==> config.mk <==
export PLATFORM = sky130hd
export DESIGN_NAME = neuron_mac_flat
export DESIGN_NICKNAME = d
export VERILOG_FILES = /design/src/rtl/neuron_mac_if.sv /design/src/rtl/neuron_mac.sv /design/src/flat_wrapper.sv
export SDC_FILE = /design/constraint.sdc
export NUM_CORES = 1
export LEC_CHECK = 0
export CAP_MARGIN = 20
export CORE_UTILIZATION = 31
export DETAILED_ROUTE_END_ITERATION = 16
export GPL_TIMING_DRIVEN = 0
export MAX_ROUTING_LAYER = met4
export PLACE_DENSITY = 0.47
export SLEW_MARGIN = 20
export SYNTH_ARGS = -nofsm -noshare
export SYNTH_HDL_FRONTEND = slang
export SYNTH_SLANG_ARGS = --single-unit
==> constraint.sdc <==
create_clock -name clk -period 9 [get_ports clk]
set_input_delay 1.8 -clock clk [delete_from_list [all_inputs] [get_ports clk]]
set_output_delay 1.8 -clock clk [all_outputs]
set_load 0.1 [all_outputs]
==> src/rtl/neuron_mac_if.sv <==
// neuron_mac port bundle: activation stream, weight memory read port,
// bias input and result strobe.
interface neuron_mac_if #(
  parameter int addressWidth = 10,
  parameter int dataWidth    = 16
) ();
  logic                    in_valid;
  logic                    in_ready;
  logic [dataWidth-1:0]    in_data;
  logic [dataWidth-1:0]    bias;
  logic                    w_rd_en;
  logic [addressWidth-1:0] w_rd_addr;
  logic [dataWidth-1:0]    w_rd_data;
  logic                    out_valid;
  logic [dataWidth-1:0]    out_data;

  modport slave (
    input  in_valid, in_data, bias, w_rd_data,
    output in_ready, w_rd_en, w_rd_addr, out_valid, out_data
  );

  modport master (
    output in_valid, in_data, bias, w_rd_data,
    input  in_ready, w_rd_en, w_rd_addr, out_valid, out_data
  );
endinterface

==> src/rtl/neuron_mac.sv <==
// Single-neuron multiply-accumulate sequencer: weight fetch, saturating
// fixed-point MAC, bias add and one-cycle result strobe.
module neuron_mac #(
  parameter int numWeight    = 3,
  parameter int addressWidth = 10,
  parameter int dataWidth    = 16,
  parameter int fracBits     = 8
) (
  input logic         clk,
  input logic         rst_n,
  neuron_mac_if.slave io
);
  localparam int DW = dataWidth;
  localparam int PW = 2 * dataWidth;
  localparam int AW = addressWidth;
  localparam logic [AW-1:0] LAST = AW'(numWeight - 1);

  typedef logic signed [DW-1:0] word_t;
  typedef enum logic [1:0] {ACCUM, DRAIN1, DRAIN2, BIAS} state_e;

  localparam word_t MAXV = {1'b0, {(DW-1){1'b1}}};
  localparam word_t MINV = {1'b1, {(DW-1){1'b0}}};

  function automatic word_t sat_add(input word_t a, input word_t b);
    logic [DW:0] s;
    s = {a[DW-1], a} + {b[DW-1], b};
    if (s[DW] != s[DW-1]) return s[DW] ? MINV : MAXV;
    return s[DW-1:0];
  endfunction

  // floor shift, then clamp if the high bits are not a pure sign run
  function automatic word_t sat_prod(input logic signed [PW-1:0] p);
    logic signed [PW-1:0] sh;
    sh = p >>> fracBits;
    if (&sh[PW-1:DW-1] || ~|sh[PW-1:DW-1]) return sh[DW-1:0];
    return sh[PW-1] ? MINV : MAXV;
  endfunction

  state_e state_q, state_d;
  logic [AW-1:0] idx_q, idx_d;
  word_t act_q, act_d;
  word_t prod_q, prod_d;
  word_t acc_q, acc_d;
  word_t out_q, out_d;
  logic mul_v_q, mul_v_d;
  logic prod_v_q, prod_v_d;
  logic out_v_q, out_v_d;
  logic ready, accept;
  word_t w;
  logic signed [PW-1:0] mul;

  always_comb begin
    w        = io.w_rd_data;
    mul      = {{DW{act_q[DW-1]}}, act_q} * {{DW{w[DW-1]}}, w};
    ready    = rst_n && (state_q == ACCUM);
    accept   = io.in_valid && ready;
    state_d  = state_q;
    idx_d    = idx_q;
    act_d    = accept ? io.in_data : act_q;
    mul_v_d  = accept;
    prod_v_d = mul_v_q;
    prod_d   = mul_v_q ? sat_prod(mul) : prod_q;
    acc_d    = prod_v_q ? sat_add(acc_q, prod_q) : acc_q;
    out_d    = out_q;
    out_v_d  = 1'b0;
    unique case (state_q)
      ACCUM: begin
        if (accept) begin
          if (idx_q == LAST) begin
            idx_d   = '0;
            state_d = DRAIN1;
          end else begin
            idx_d = idx_q + 1'b1;
          end
        end
      end
      DRAIN1: state_d = DRAIN2;
      DRAIN2: state_d = BIAS;
      BIAS: begin
        out_d   = sat_add(acc_q, io.bias);
        out_v_d = 1'b1;
        acc_d   = '0;
        state_d = ACCUM;
      end
    endcase
  end

  always_ff @(posedge clk) begin
    if (!rst_n) begin
      state_q  <= ACCUM;
      idx_q    <= '0;
      act_q    <= '0;
      mul_v_q  <= 1'b0;
      prod_q   <= '0;
      prod_v_q <= 1'b0;
      acc_q    <= '0;
      out_q    <= '0;
      out_v_q  <= 1'b0;
    end else begin
      state_q  <= state_d;
      idx_q    <= idx_d;
      act_q    <= act_d;
      mul_v_q  <= mul_v_d;
      prod_q   <= prod_d;
      prod_v_q <= prod_v_d;
      acc_q    <= acc_d;
      out_q    <= out_d;
      out_v_q  <= out_v_d;
    end
  end

  assign io.in_ready  = ready;
  assign io.w_rd_en   = accept;
  assign io.w_rd_addr = idx_q;
  assign io.out_valid = out_v_q;
  assign io.out_data  = out_q;
endmodule

==> src/flat_wrapper.sv <==
// flat-port wrapper written by rule: the top's interface ports become plain ports
module neuron_mac_flat 
#(
  parameter int numWeight    = 3,
  parameter int addressWidth = 10,
  parameter int dataWidth    = 16,
  parameter int fracBits     = 8
)
  (clk, rst_n, io_in_valid, io_in_data, io_bias, io_w_rd_data, io_in_ready, io_w_rd_en, io_w_rd_addr, io_out_valid, io_out_data);
  neuron_mac_if #(.addressWidth(addressWidth), .dataWidth(dataWidth)) io_i ();
  input logic clk;
  input logic rst_n;
  input wire logic [$bits(io_i.in_valid)-1:0] io_in_valid;
  input wire logic [$bits(io_i.in_data)-1:0] io_in_data;
  input wire logic [$bits(io_i.bias)-1:0] io_bias;
  input wire logic [$bits(io_i.w_rd_data)-1:0] io_w_rd_data;
  output wire logic [$bits(io_i.in_ready)-1:0] io_in_ready;
  output wire logic [$bits(io_i.w_rd_en)-1:0] io_w_rd_en;
  output wire logic [$bits(io_i.w_rd_addr)-1:0] io_w_rd_addr;
  output wire logic [$bits(io_i.out_valid)-1:0] io_out_valid;
  output wire logic [$bits(io_i.out_data)-1:0] io_out_data;
  assign io_i.in_valid = io_in_valid;
  assign io_i.in_data = io_in_data;
  assign io_i.bias = io_bias;
  assign io_i.w_rd_data = io_w_rd_data;
  assign io_in_ready = io_i.in_ready;
  assign io_w_rd_en = io_i.w_rd_en;
  assign io_w_rd_addr = io_i.w_rd_addr;
  assign io_out_valid = io_i.out_valid;
  assign io_out_data = io_i.out_data;
  neuron_mac #(.numWeight(numWeight), .addressWidth(addressWidth), .dataWidth(dataWidth), .fracBits(fracBits)) u_core (.clk(clk), .rst_n(rst_n), .io(io_i));
endmodule
==> metrics.yaml, run 1 <==
status: "completed"
final_min_period_over_clock_period_pct: 97.2
grt.overflow.total: 0
dpl.cell_count: 2224
synth_most_common_cell: "sky130_fd_sc_hd__inv_1"
critical_path.startpoint_type: "primary input"
floorplan.io_pins: 80
worstSkewPairLatency_ns: 0.34
min_delay_worst_endpoint: "u_core.io.out_data[1]"
die_width_um: 214
route.met3.wl_um: 1060
critical_path_at_ns: 8.97
worst_hold_startpoint: "u_core.io.out_data[1]"
slowest_stage_cell_crit_path: "sky130_fd_sc_hd__fa_1"
grt_antenna_before_repair: 1
cts_tree: "yes"
avgViaCountPerCell: 4.72
grt_setup_unrepaired: "false"
slew-limit-headroom_pct: 34.5
routed-wl-met2_um: 17800
overall_die_area_um2: 45800
critical_path.most_common_cell: "sky130_fd_sc_hd__fa_1"
synth_largest_type_area_fraction_pct: 37.8
synth_area_per_cell_um2: 8.97
worstSetupPathType: "in -> reg"
post-route-min-period_ns: 8.75
ys_top_cells_by_area: "sky130_fd_sc_hd__fa_1 38%, sky130_fd_sc_hd__dfxtp_1 11%, sky130_fd_sc_hd__ha_1 11%"
ctsHtreeMaxLevel: 3
holdCritPathClass: "reg -> reg"
final_hold_viol_count: 0
synth_nets: 1985
worstReg2RegEnd: "u_core.prod_q[13]"
setup-tns-final_ns: 0
worstPathBufferInverterCount: 8
finalNetCount: 2079
r2r_start: "u_core.act_q[7]"
fin_cells: 2243
async_reset_ff_share_pct: 0
drt-total-wl_um: 36600
top_signal_layer_used: "met4"
worst_pin_slew_ns: 0.979
drtPass1Iterations: 5
grt_max_degree: 14
area_growth_pct: 14.3
fin_worst_skew_ns: 0.0144
synthesis.yosys.warnings: 0
worst-endpoint-required_ns: 9.22
cts_max_path_buffers: 2
placement_rows: 77
die_h_um: 214
setup_viol: 0
drt_first_iter_violations: 515
diodes: 0
grt_first_pass_wirelength_um: 60300
synth.cells.most_frequent: "310 x sky130_fd_sc_hd__inv_1, 263 x sky130_fd_sc_hd__fa_1, 207 x sky130_fd_sc_hd__nand2_1"
endpoint_kind: "register"
detail_route.drc_violations: 0
cap_viol_max_count: 0
ys_ff_latch: 79
cts-root-buf: "sky130_fd_sc_hd__clkbuf_16"
seq_area_frac_synth_pct: 11.3
dp.final_hpwl_um: 31300
post_synth_inst_count: 1554
first_global_vias: 11099
maxClockFrequency_mhz: 114
wl_met1_um: 17200
grt_use_total_pct: 17.2
place_congestion: 0.867
slew_violations: 0
worst_hold_path.num_cells: 2
placement.io_buffers: 78
synth_top_cell_by_area: "sky130_fd_sc_hd__fa_1"
cts_made_buffers: 9
antenna_left: 0
rr_worst_depth: 26
netlist_area_um2: 13900
synth-edff-count: 0
drt-wirelength-per-cell_um: 16.3
synth_top_flop_cell: "sky130_fd_sc_hd__dfxtp_1"
cp_top_family: "adder cells"
worstPathMaxFanout: 10
ff2ff_setup_slack_ns: 1.19
core-area_um2: 44300
initial_standard_cell_utilization_of_the_core_pct: 31.4
detailroute.via_count: 10576
share_of_cells_above_drive_strength_1_pct: 4.54
cts_sinks: 79
critical-path-max-stage-delay_ns: 0.54
count_of_unique_library_cells_instantiated_by_yosys: 70
clkSlewWorstSetupHoldPaths_ns: 0.06
state kept, by name, summed over array words and instances, names as in the netlist:
register	count
u_core.acc_q	16
u_core.act_q	16
u_core.io.out_data	16
u_core.io.out_valid	1
u_core.io.w_rd_addr	10
u_core.mul_v_q	1
u_core.prod_q	16
u_core.prod_v_q	1
u_core.state_q	2
what timing repair did:
action	CTS	global route
resized for setup	30	23
endpoints found under the hold margin	0	0
endpoints found under the setup margin	15	15
hold buffers	0	0
pin swaps	1	3
buffers inserted	3	2
layer usage:
metal	up-vias	GRT usage, %
li1	5045	-
met1	5351	23.5
met2	148	27.8
met3	32	1.74
met4	0	2.93
met5	-	-
worst register-to-register path, delay by kind of cell (launching register included):
family / cells / cell delay [ns]
and+or+nand+nor: 5 / 1.15
AOI/OAI and AO/OA: 7 / 1.48
adders and majority gates: 7 / 3.40
buffers and inverters: 7 / 1.02
DFF: 1 / 0.61
metrics by stage:
step                      hold slack (ns)  setup WS [ns]  area (µm²)  utilization [%]
after floorplan                     0.460          0.780       13900                -
after global placement              0.437         -0.662       15500             34.9
after detailed placement            0.433         -0.743       15500             34.9
after CTS                           0.443        0.00827       15800             35.8
after global routing                0.472         0.0267       15900             35.9
final                               0.444          0.248       15900             35.9
cell usage in the layout (no fill, tap or decap), types with 7 or more instances in the layout:
cell type / n
sky130_fd_sc_hd__a221o_1: 14
sky130_fd_sc_hd__clkbuf_1: 29
sky130_fd_sc_hd__ha_1: 117
sky130_fd_sc_hd__nand2b_1: 8
sky130_fd_sc_hd__xor2_1: 20
sky130_fd_sc_hd__a21oi_1: 45
sky130_fd_sc_hd__and2_1: 123
sky130_fd_sc_hd__and3_1: 8
sky130_fd_sc_hd__nor2b_1: 9
sky130_fd_sc_hd__o221a_2: 15
sky130_fd_sc_hd__o21a_1: 10
sky130_fd_sc_hd__nor2_1: 61
sky130_fd_sc_hd__clkbuf_16: 9
sky130_fd_sc_hd__a21o_1: 13
sky130_fd_sc_hd__nand2_1: 207
sky130_fd_sc_hd__xnor2_1: 36
sky130_fd_sc_hd__clkdlybuf4s50_1: 65
sky130_fd_sc_hd__fa_1: 262
sky130_fd_sc_hd__o21ai_0: 52
sky130_fd_sc_hd__nor3_1: 13
sky130_fd_sc_hd__dfxtp_1: 79
sky130_fd_sc_hd__or3_1: 7
sky130_fd_sc_hd__nand3_1: 16
sky130_fd_sc_hd__inv_1: 309
sky130_fd_sc_hd__buf_4: 7
worst max-delay path by stage:
stage / to / startpoint / cells after the start / slack [ns]
after floorplan: u_core.prod_q[5] / io_w_rd_data[1] / 24 / 0.78
after global placement: u_core.prod_q[13] / io_w_rd_data[1] / 25 / -0.66
after CTS: u_core.prod_q[13] / io_w_rd_data[1] / 25 / 0.008
after global routing: u_core.prod_q[13] / io_w_rd_data[8] / 27 / 0.03
final: u_core.prod_q[13] / io_w_rd_data[8] / 27 / 0.25
after detailed placement: u_core.prod_q[7] / io_w_rd_data[9] / 27 / -0.74
layout make-up:
type / instances / area [µm²]
Timing Repair Buffer: 83 / 823
Tap cell: 592 / 741
Buffer: 51 / 260
Inverter: 311 / 1170
Fill cell: 4637 / 28400
Multi-Input combinational cell: 1113 / 11000
Clock inverter: 5 / 108
Sequential cell: 79 / 1580
Clock buffer: 9 / 225
cell families (layout without fill, tap and decap cells):
family / after synthesis / after routing / share of synthesized area, %
AND/OR/NAND/NOR: 472 / 472 / 16.3
adder cells (fa/ha/maj): 382 / 382 / 48.4
buffers and inverters: 362 / 459 / 9.92
AO/OA/AOI/OAI: 203 / 203 / 10.4
flip-flops: 79 / 79 / 11.3
XOR/XNOR: 56 / 56 / 3.52
Power of run 1 is not shown: default switching activity piles up to over one toggle a cycle in this logic, so the estimate is an artifact.
==> run 2, diff against run 1 <==
--- a/config.mk
+++ b/config.mk
@@ -5,12 +5,12 @@
 export SDC_FILE = /design/constraint.sdc
 export NUM_CORES = 1
 export LEC_CHECK = 0
-export CAP_MARGIN = 20
 export CORE_UTILIZATION = 31
 export DETAILED_ROUTE_END_ITERATION = 16
 export GPL_TIMING_DRIVEN = 0
 export MAX_ROUTING_LAYER = met4
 export PLACE_DENSITY = 0.47
+export REMOVE_ABC_BUFFERS = 1
 export SLEW_MARGIN = 20
 export SYNTH_ARGS = -nofsm -noshare
 export SYNTH_HDL_FRONTEND = slang
==> constraint.sdc (replaced) <==
create_clock -name clk -period 9 [get_ports clk]
set_input_delay 1.8 -clock clk [delete_from_list [all_inputs] [get_ports clk]]
set_output_delay 1.8 -clock clk [all_outputs]
set_load 0.01 [all_outputs]
==> metrics.yaml, run 2 (synthesized netlist as in run 1, its figures left out) <==
status: "completed"
place_congestion: 0.832  # -4.0%
floorplan.io_pins: 80  # unchanged
grt_use_total_pct: 16.3  # -0.87 points
cts_made_buffers: 9  # unchanged
antenna_left: 0  # unchanged
cts_tree: "yes"
multiInputGateArea_um2: 11000  # -0.17%
postCtsHoldBufs: 0  # unchanged
post-route-min-period_ns: 8.71  # -0.0457 ns
grt_max_degree: 38  # +24
clkSlewWorstSetupHoldPaths_ns: 0.06  # about the same
placement.io_buffers: 79  # +1.3%
detail_route.drc_violations: 0  # unchanged
dp_slack_ns: -0.765  # -0.0213 ns
final_hold_viol_count: 0  # unchanged
worstPathMaxFanout: 16  # +6
detailroute.via_count: 10311  # -2.5%
dp.final_hpwl_um: 28100  # -10%
regArea_um2: 1580  # unchanged
critical_path_at_ns: 8.94  # -0.03 ns
diodes: 0  # unchanged
grt_first_pass_wirelength_um: 58100  # -3.7%
cp_top_family: "adder cells"
cts-root-buf: "sky130_fd_sc_hd__clkbuf_16"
layout_common_cells: "308 x sky130_fd_sc_hd__inv_1, 262 x sky130_fd_sc_hd__fa_1, 207 x sky130_fd_sc_hd__nand2_1, 123 x sky130_fd_sc_hd__and2_1, 117 x sky130_fd_sc_hd__ha_1"
fill_cell_total_of_the_finished_layout: 4617  # -0.43%
final_common_cell: "sky130_fd_sc_hd__inv_1"
initial_standard_cell_utilization_of_the_core_pct: 31.4  # unchanged
drt-wirelength-per-cell_um: 15.8  # -3.3%
critical_path.startpoint_type: "primary input"
first_global_vias: 10856  # -2.2%
avgViaCountPerCell: 4.70  # -0.33%
setup_viol: 0  # unchanged
worstSetupPathType: "in -> reg"
ctsHtreeMaxLevel: 3  # unchanged
drt_first_iter_violations: 521  # +1.2%
final_min_period_over_clock_period_pct: 96.7  # -0.51 points
worst-endpoint-required_ns: 9.23  # about the same
critical_path.most_common_cell: "sky130_fd_sc_hd__fa_1"
die_width_um: 214  # unchanged
core-area_um2: 44300  # unchanged
crit_chain: "clkdlybuf4s50_1, and2_1, fa_1, fa_1, fa_1, fa_1, fa_1, inv_1, fa_1, inv_1, ha_1, a21o_1, a21o_1, a21o_1, a221o_1, a21oi_2, nand3_1, and3_1, or3_1, nor4_2, o21ai_4, o221a_2"
overall_die_area_um2: 45800  # unchanged
critical-path-max-stage-delay_ns: 0.73  # +0.19 ns
share_of_cells_above_drive_strength_1_pct: 4.06  # -0.49 points
holdCritPathClass: "reg -> reg"
slew-limit-headroom_pct: 27.3  # -7.3 points
grt.overflow.total: 0  # unchanged
finalNetCount: 2028  # -2.5%
slew_violations: 0  # unchanged
fin_worst_skew_ns: 0.00706  # -0.00731 ns
drt-total-wl_um: 34600  # -5.4%
maxClockFrequency_mhz: 115  # +0.53%
drtPass1Iterations: 4  # -1
worst_setup_margin_ns: 0.294  # +0.0457 ns
grt_setup_unrepaired: "false"
fin_worst_hold_slack_ns: 0.443  # -0.000233 ns
cts_max_path_buffers: 2  # unchanged
die_h_um: 214  # unchanged
endpoint_kind: "register"
slowest_stage_cell_crit_path: "sky130_fd_sc_hd__clkdlybuf4s50_1"
worst_pin_slew_ns: 1.09  # +0.112 ns
placement_rows: 77  # unchanged
worstSkewPairLatency_ns: 0.35  # about the same
cap_viol_max_count: 0  # unchanged
grt_antenna_before_repair: 0  # -1
cts_sinks: 79  # unchanged
worstPathBufferInverterCount: 3  # -5
area_growth_pct: 12.0
## run 2: cell count changes in the layout (fill, tap and decap cells not counted), moves of 2 or more
cell / previous run / this run
sky130_fd_sc_hd__buf_2: 5 / 2
sky130_fd_sc_hd__buf_4: 7 / 4
sky130_fd_sc_hd__buf_6: 2 / 0
sky130_fd_sc_hd__clkbuf_1: 29 / 0
sky130_fd_sc_hd__clkbuf_2: 6 / 8
sky130_fd_sc_hd__clkbuf_4: 6 / 0
sky130_fd_sc_hd__clkdlybuf4s15_1: 2 / 0
sky130_fd_sc_hd__clkinvlp_4: 1 / 4
sky130_fd_sc_hd__dlygate4sd2_1: 6 / 0
## run 2: worst paths after layout
kind / slack [ns] / start / endpoint / cells after the start
worst max-delay path: 0.29 / io_w_rd_data[14] / u_core.prod_q[9] / 22
worst min-delay path: 0.44 / u_core.io.out_data[3] / u_core.io.out_data[3] / 2
worst max register to register: 1.17 / u_core.act_q[7] / u_core.prod_q[9] / 24
worst min register to register: 0.44 / u_core.io.out_data[3] / u_core.io.out_data[3] / 2
## run 2: layout make-up
class,count,area share (%)
Multi-Input combinational cell,1113,70.4
Sequential cell,79,10.1
Inverter,311,7.54
Timing Repair Buffer,83,5.02
Tap cell,592,4.75
Clock buffer,10,1.53
Clock inverter,6,0.593
## run 2: what timing repair did
item,in CTS,in global routing
endpoints found under the setup margin,15,15
setup buffers,0,3
resized for setup,11,26
## run 2: metal layers
layer / vias up / GRT usage [%] / part of all wire (%)
met4: 0 / 2.66 / 1.0
li1: 4933 / - / -
met1: 5250 / 21.8 / 47
met2: 108 / 27.1 / 50
met5: - / - / 0
met3: 20 / 1.57 / 2.2
## run 2: stage by stage
| stage | instances | area, µm² | TNS [ns] | utilization [%] |
|---|---|---|---|---|
| after detailed placement | 2175 | 15300 | -11.34 | 34.5 |
| after CTS | 2191 | 15600 | 0 | 35.2 |
| after global routing | 2194 | 15600 | 0 | 35.2 |
| final | 2194 | 15600 | 0 | 35.2 |
| after global placement | 2174 | 15300 | -11.25 | 34.4 |
| after floorplan | 1503 | 13700 | 0 | - |
## run 2: tightest hold or removal path: cells and delay by family (launching register included)
family	cells	cell delay, ns
AND/OR/NAND/NOR	2	0.09
flip-flops	1	0.31
Power of run 2 is left out for the same reason.
==> run 3, diff against run 2 <==
--- a/config.mk
+++ b/config.mk
@@ -11,7 +11,7 @@
 export MAX_ROUTING_LAYER = met4
 export PLACE_DENSITY = 0.47
 export REMOVE_ABC_BUFFERS = 1
-export SLEW_MARGIN = 20
+export SLEW_MARGIN = 25
 export SYNTH_ARGS = -nofsm -noshare
 export SYNTH_HDL_FRONTEND = slang
 export SYNTH_SLANG_ARGS = --single-unit
==> metrics.yaml, run 3 (synthesized netlist as in run 1, its figures left out) <==
critical_path.startpoint_type: "primary input"
cts_max_path_buffers: 2  # unchanged
clkSlewWorstSetupHoldPaths_ns: 0.06  # about the same
grt.overflow.total: 0  # unchanged
slew-limit-headroom_pct: 28.6  # +1.3 points
final_common_cell: "sky130_fd_sc_hd__inv_1"
grt_first_pass_wirelength_um: 58500  # +0.80%
cts-root-buf: "sky130_fd_sc_hd__clkbuf_16"
holdCritPathClass: "reg -> reg"
final_hold_viol_count: 0  # unchanged
ctsHtreeMaxLevel: 3  # unchanged
setup_viol: 0  # unchanged
place_congestion: 0.832  # unchanged
ff2ff_setup_slack_ns: 1.19  # +0.02 ns
detailroute.via_count: 10331  # +0.19%
maxClockFrequency_mhz: 115  # -0.12%
place_area_um2: 15300  # unchanged
overall_die_area_um2: 45800  # unchanged
dp_slack_ns: -0.766  # -0.00111 ns
grt_use_total_pct: 16.4  # +0.14 points
cts_tree: "yes"
slowest_stage_cell_crit_path: "sky130_fd_sc_hd__clkdlybuf4s50_1"
critical_path_at_ns: 8.95  # about the same
diodes: 0  # unchanged
grt_max_degree: 38  # unchanged
critical-path-max-stage-delay_ns: 0.74  # about the same
finalNetCount: 2027  # -0.049%
post-route-min-period_ns: 8.72  # +0.0104 ns
critical_path.most_common_cell: "sky130_fd_sc_hd__fa_1"
worst_hold_path.num_cells: 2  # unchanged
dp.final_hpwl_um: 28100  # about the same
cts_sinks: 79  # unchanged
floorplan.io_pins: 80  # unchanged
postCtsHoldBufs: 0  # unchanged
slew_violations: 0  # unchanged
first_global_vias: 10927  # +0.65%
drt-total-wl_um: 34800  # +0.63%
cp_top_family: "adder cells"
antenna_left: 0  # unchanged
share_of_cells_above_drive_strength_1_pct: 3.94  # -0.12 points
cap_viol_max_count: 0  # unchanged
worstPathBufferInverterCount: 3  # unchanged
drtPass1Iterations: 5  # +1
worstSkewPairLatency_ns: 0.35  # about the same
rr_worst_depth: 24  # unchanged
worstPathMaxFanout: 16  # unchanged
core-area_um2: 44300  # unchanged
die_h_um: 214  # unchanged
placement.io_buffers: 79  # unchanged
fin_worst_skew_ns: 0.0113  # +0.00420 ns
drt_first_iter_violations: 485  # -6.9%
status: "completed"
worst_setup_margin_ns: 0.283  # -0.0104 ns
r2r_start: "u_core.act_q[7]"
detail_route.drc_violations: 0  # unchanged
die_width_um: 214  # unchanged
layout_common_cells: "308 x sky130_fd_sc_hd__inv_1, 262 x sky130_fd_sc_hd__fa_1, 207 x sky130_fd_sc_hd__nand2_1, 123 x sky130_fd_sc_hd__and2_1, 117 x sky130_fd_sc_hd__ha_1"
crit_chain: "clkdlybuf4s50_1, and2_1, fa_1, fa_1, fa_1, fa_1, fa_1, inv_1, fa_1, inv_1, ha_1, a21o_1, a21o_1, a21o_1, a221o_1, a21oi_2, nand3_1, and3_1, or3_1, nor4_2, o21ai_4, o221a_2"
grt_antenna_before_repair: 0  # unchanged
area_growth_pct: 11.9  # about the same
worstReg2RegEnd: "u_core.prod_q[3]"
dpl.cell_count: 2175  # unchanged
finish.instance_area_um2: 15600  # about the same
cts_made_buffers: 9  # unchanged
worst-endpoint-required_ns: 9.24  # about the same
grt_setup_unrepaired: "false"
initial_standard_cell_utilization_of_the_core_pct: 31.4  # unchanged
placement_rows: 77  # unchanged
worst_hold_startpoint: "u_core.io.out_data[3]"
setup-tns-final_ns: 0  # unchanged
avgViaCountPerCell: 4.71  # +0.24%
fin_cells: 2193  # -0.046%
drt-wirelength-per-cell_um: 15.9  # +0.68%
min_delay_worst_endpoint: "u_core.io.out_data[3]"
worstSetupPathType: "in -> reg"
worst_pin_slew_ns: 1.07  # -0.0210 ns
endpoint_kind: "register"
final_min_period_over_clock_period_pct: 96.9  # +0.12 points
==> run 3: changes by cell type in the layout (fill, tap and decap cells not counted) <==
cell,change
sky130_fd_sc_hd__clkinv_4,-1
sky130_fd_sc_hd__clkbuf_8,-1
sky130_fd_sc_hd__clkbuf_2,+1
sky130_fd_sc_hd__clkinv_2,+2
sky130_fd_sc_hd__buf_4,-1
sky130_fd_sc_hd__a311oi_4,+1
sky130_fd_sc_hd__clkbuf_1,+1
sky130_fd_sc_hd__buf_2,-1
sky130_fd_sc_hd__a311oi_2,-1
sky130_fd_sc_hd__inv_6,-1
==> run 3: timing repair <==
item / CTS / global route
gates cloned: 0 / 0
resized for setup: 11 / 25
endpoints found under the setup margin: 15 / 15
setup buffers: 0 / 2
pin swaps: 0 / 0
==> run 3: layout make-up <==
class | count | area, µm²
well taps | 592 | 741
clock inverters | 6 | 85.1
repair buffers | 82 | 776
multi-input cells | 1113 | 11000
inverters | 311 | 1180
flip-flops and latches | 79 | 1580
clock buffers | 10 | 229
fillers | 4619 | 28700
==> run 3: through the flow <==
step                      hold slack, ns  util, %
after CTS                          0.445     35.2
after detailed placement           0.436     34.5
after global placement             0.431     34.4
after global routing               0.465     35.2
final                              0.445     35.2
after floorplan                    0.461        -
==> run 3: worst max-delay path by stage <==
stage / depth (start not counted) / from / endpoint / slack [ns]
after CTS: 25 / io_w_rd_data[7] / u_core.prod_q[3] / 0.03
after global routing: 23 / io_w_rd_data[1] / u_core.prod_q[3] / 0.008
final: 22 / io_w_rd_data[14] / u_core.prod_q[3] / 0.28
after detailed placement: 23 / io_w_rd_data[1] / u_core.prod_q[3] / -0.77
after global placement: 23 / io_w_rd_data[1] / u_core.prod_q[6] / -0.75
after floorplan: 22 / io_w_rd_data[1] / u_core.prod_q[1] / 1.01
==> run 3: worst reg2reg max path, stage by stage, from the launching register on <==
cell                       delay (ns)
sky130_fd_sc_hd__dfxtp_1         1.02
sky130_fd_sc_hd__nand2_1         0.21
sky130_fd_sc_hd__fa_1            0.58
sky130_fd_sc_hd__inv_1           0.05
sky130_fd_sc_hd__fa_1            0.50
sky130_fd_sc_hd__inv_1           0.06
sky130_fd_sc_hd__fa_1            0.53
sky130_fd_sc_hd__inv_1           0.05
sky130_fd_sc_hd__fa_1            0.45
sky130_fd_sc_hd__fa_1            0.49
sky130_fd_sc_hd__inv_1           0.05
sky130_fd_sc_hd__fa_1            0.51
sky130_fd_sc_hd__inv_1           0.06
sky130_fd_sc_hd__ha_1            0.31
sky130_fd_sc_hd__a21oi_1         0.24
sky130_fd_sc_hd__nand2_1         0.13
sky130_fd_sc_hd__o32ai_1         0.31
sky130_fd_sc_hd__a211o_1         0.27
sky130_fd_sc_hd__a21boi_2        0.10
sky130_fd_sc_hd__or2_4           0.26
sky130_fd_sc_hd__o311a_1         0.36
sky130_fd_sc_hd__nor4b_1         0.31
sky130_fd_sc_hd__and4_1          0.23
sky130_fd_sc_hd__a32o_2          0.41
sky130_fd_sc_hd__o221a_2         0.26
==> run 3: per-layer routing <==
metal	global-route usage [%]	vias up	wire [µm]
met2	27.6	122	17500
met5	-	-	0
met1	21.8	5247	16200
li1	-	4938	-
met3	1.72	24	790
met4	2.47	0	300
Power of run 3 is left out for the same reason.
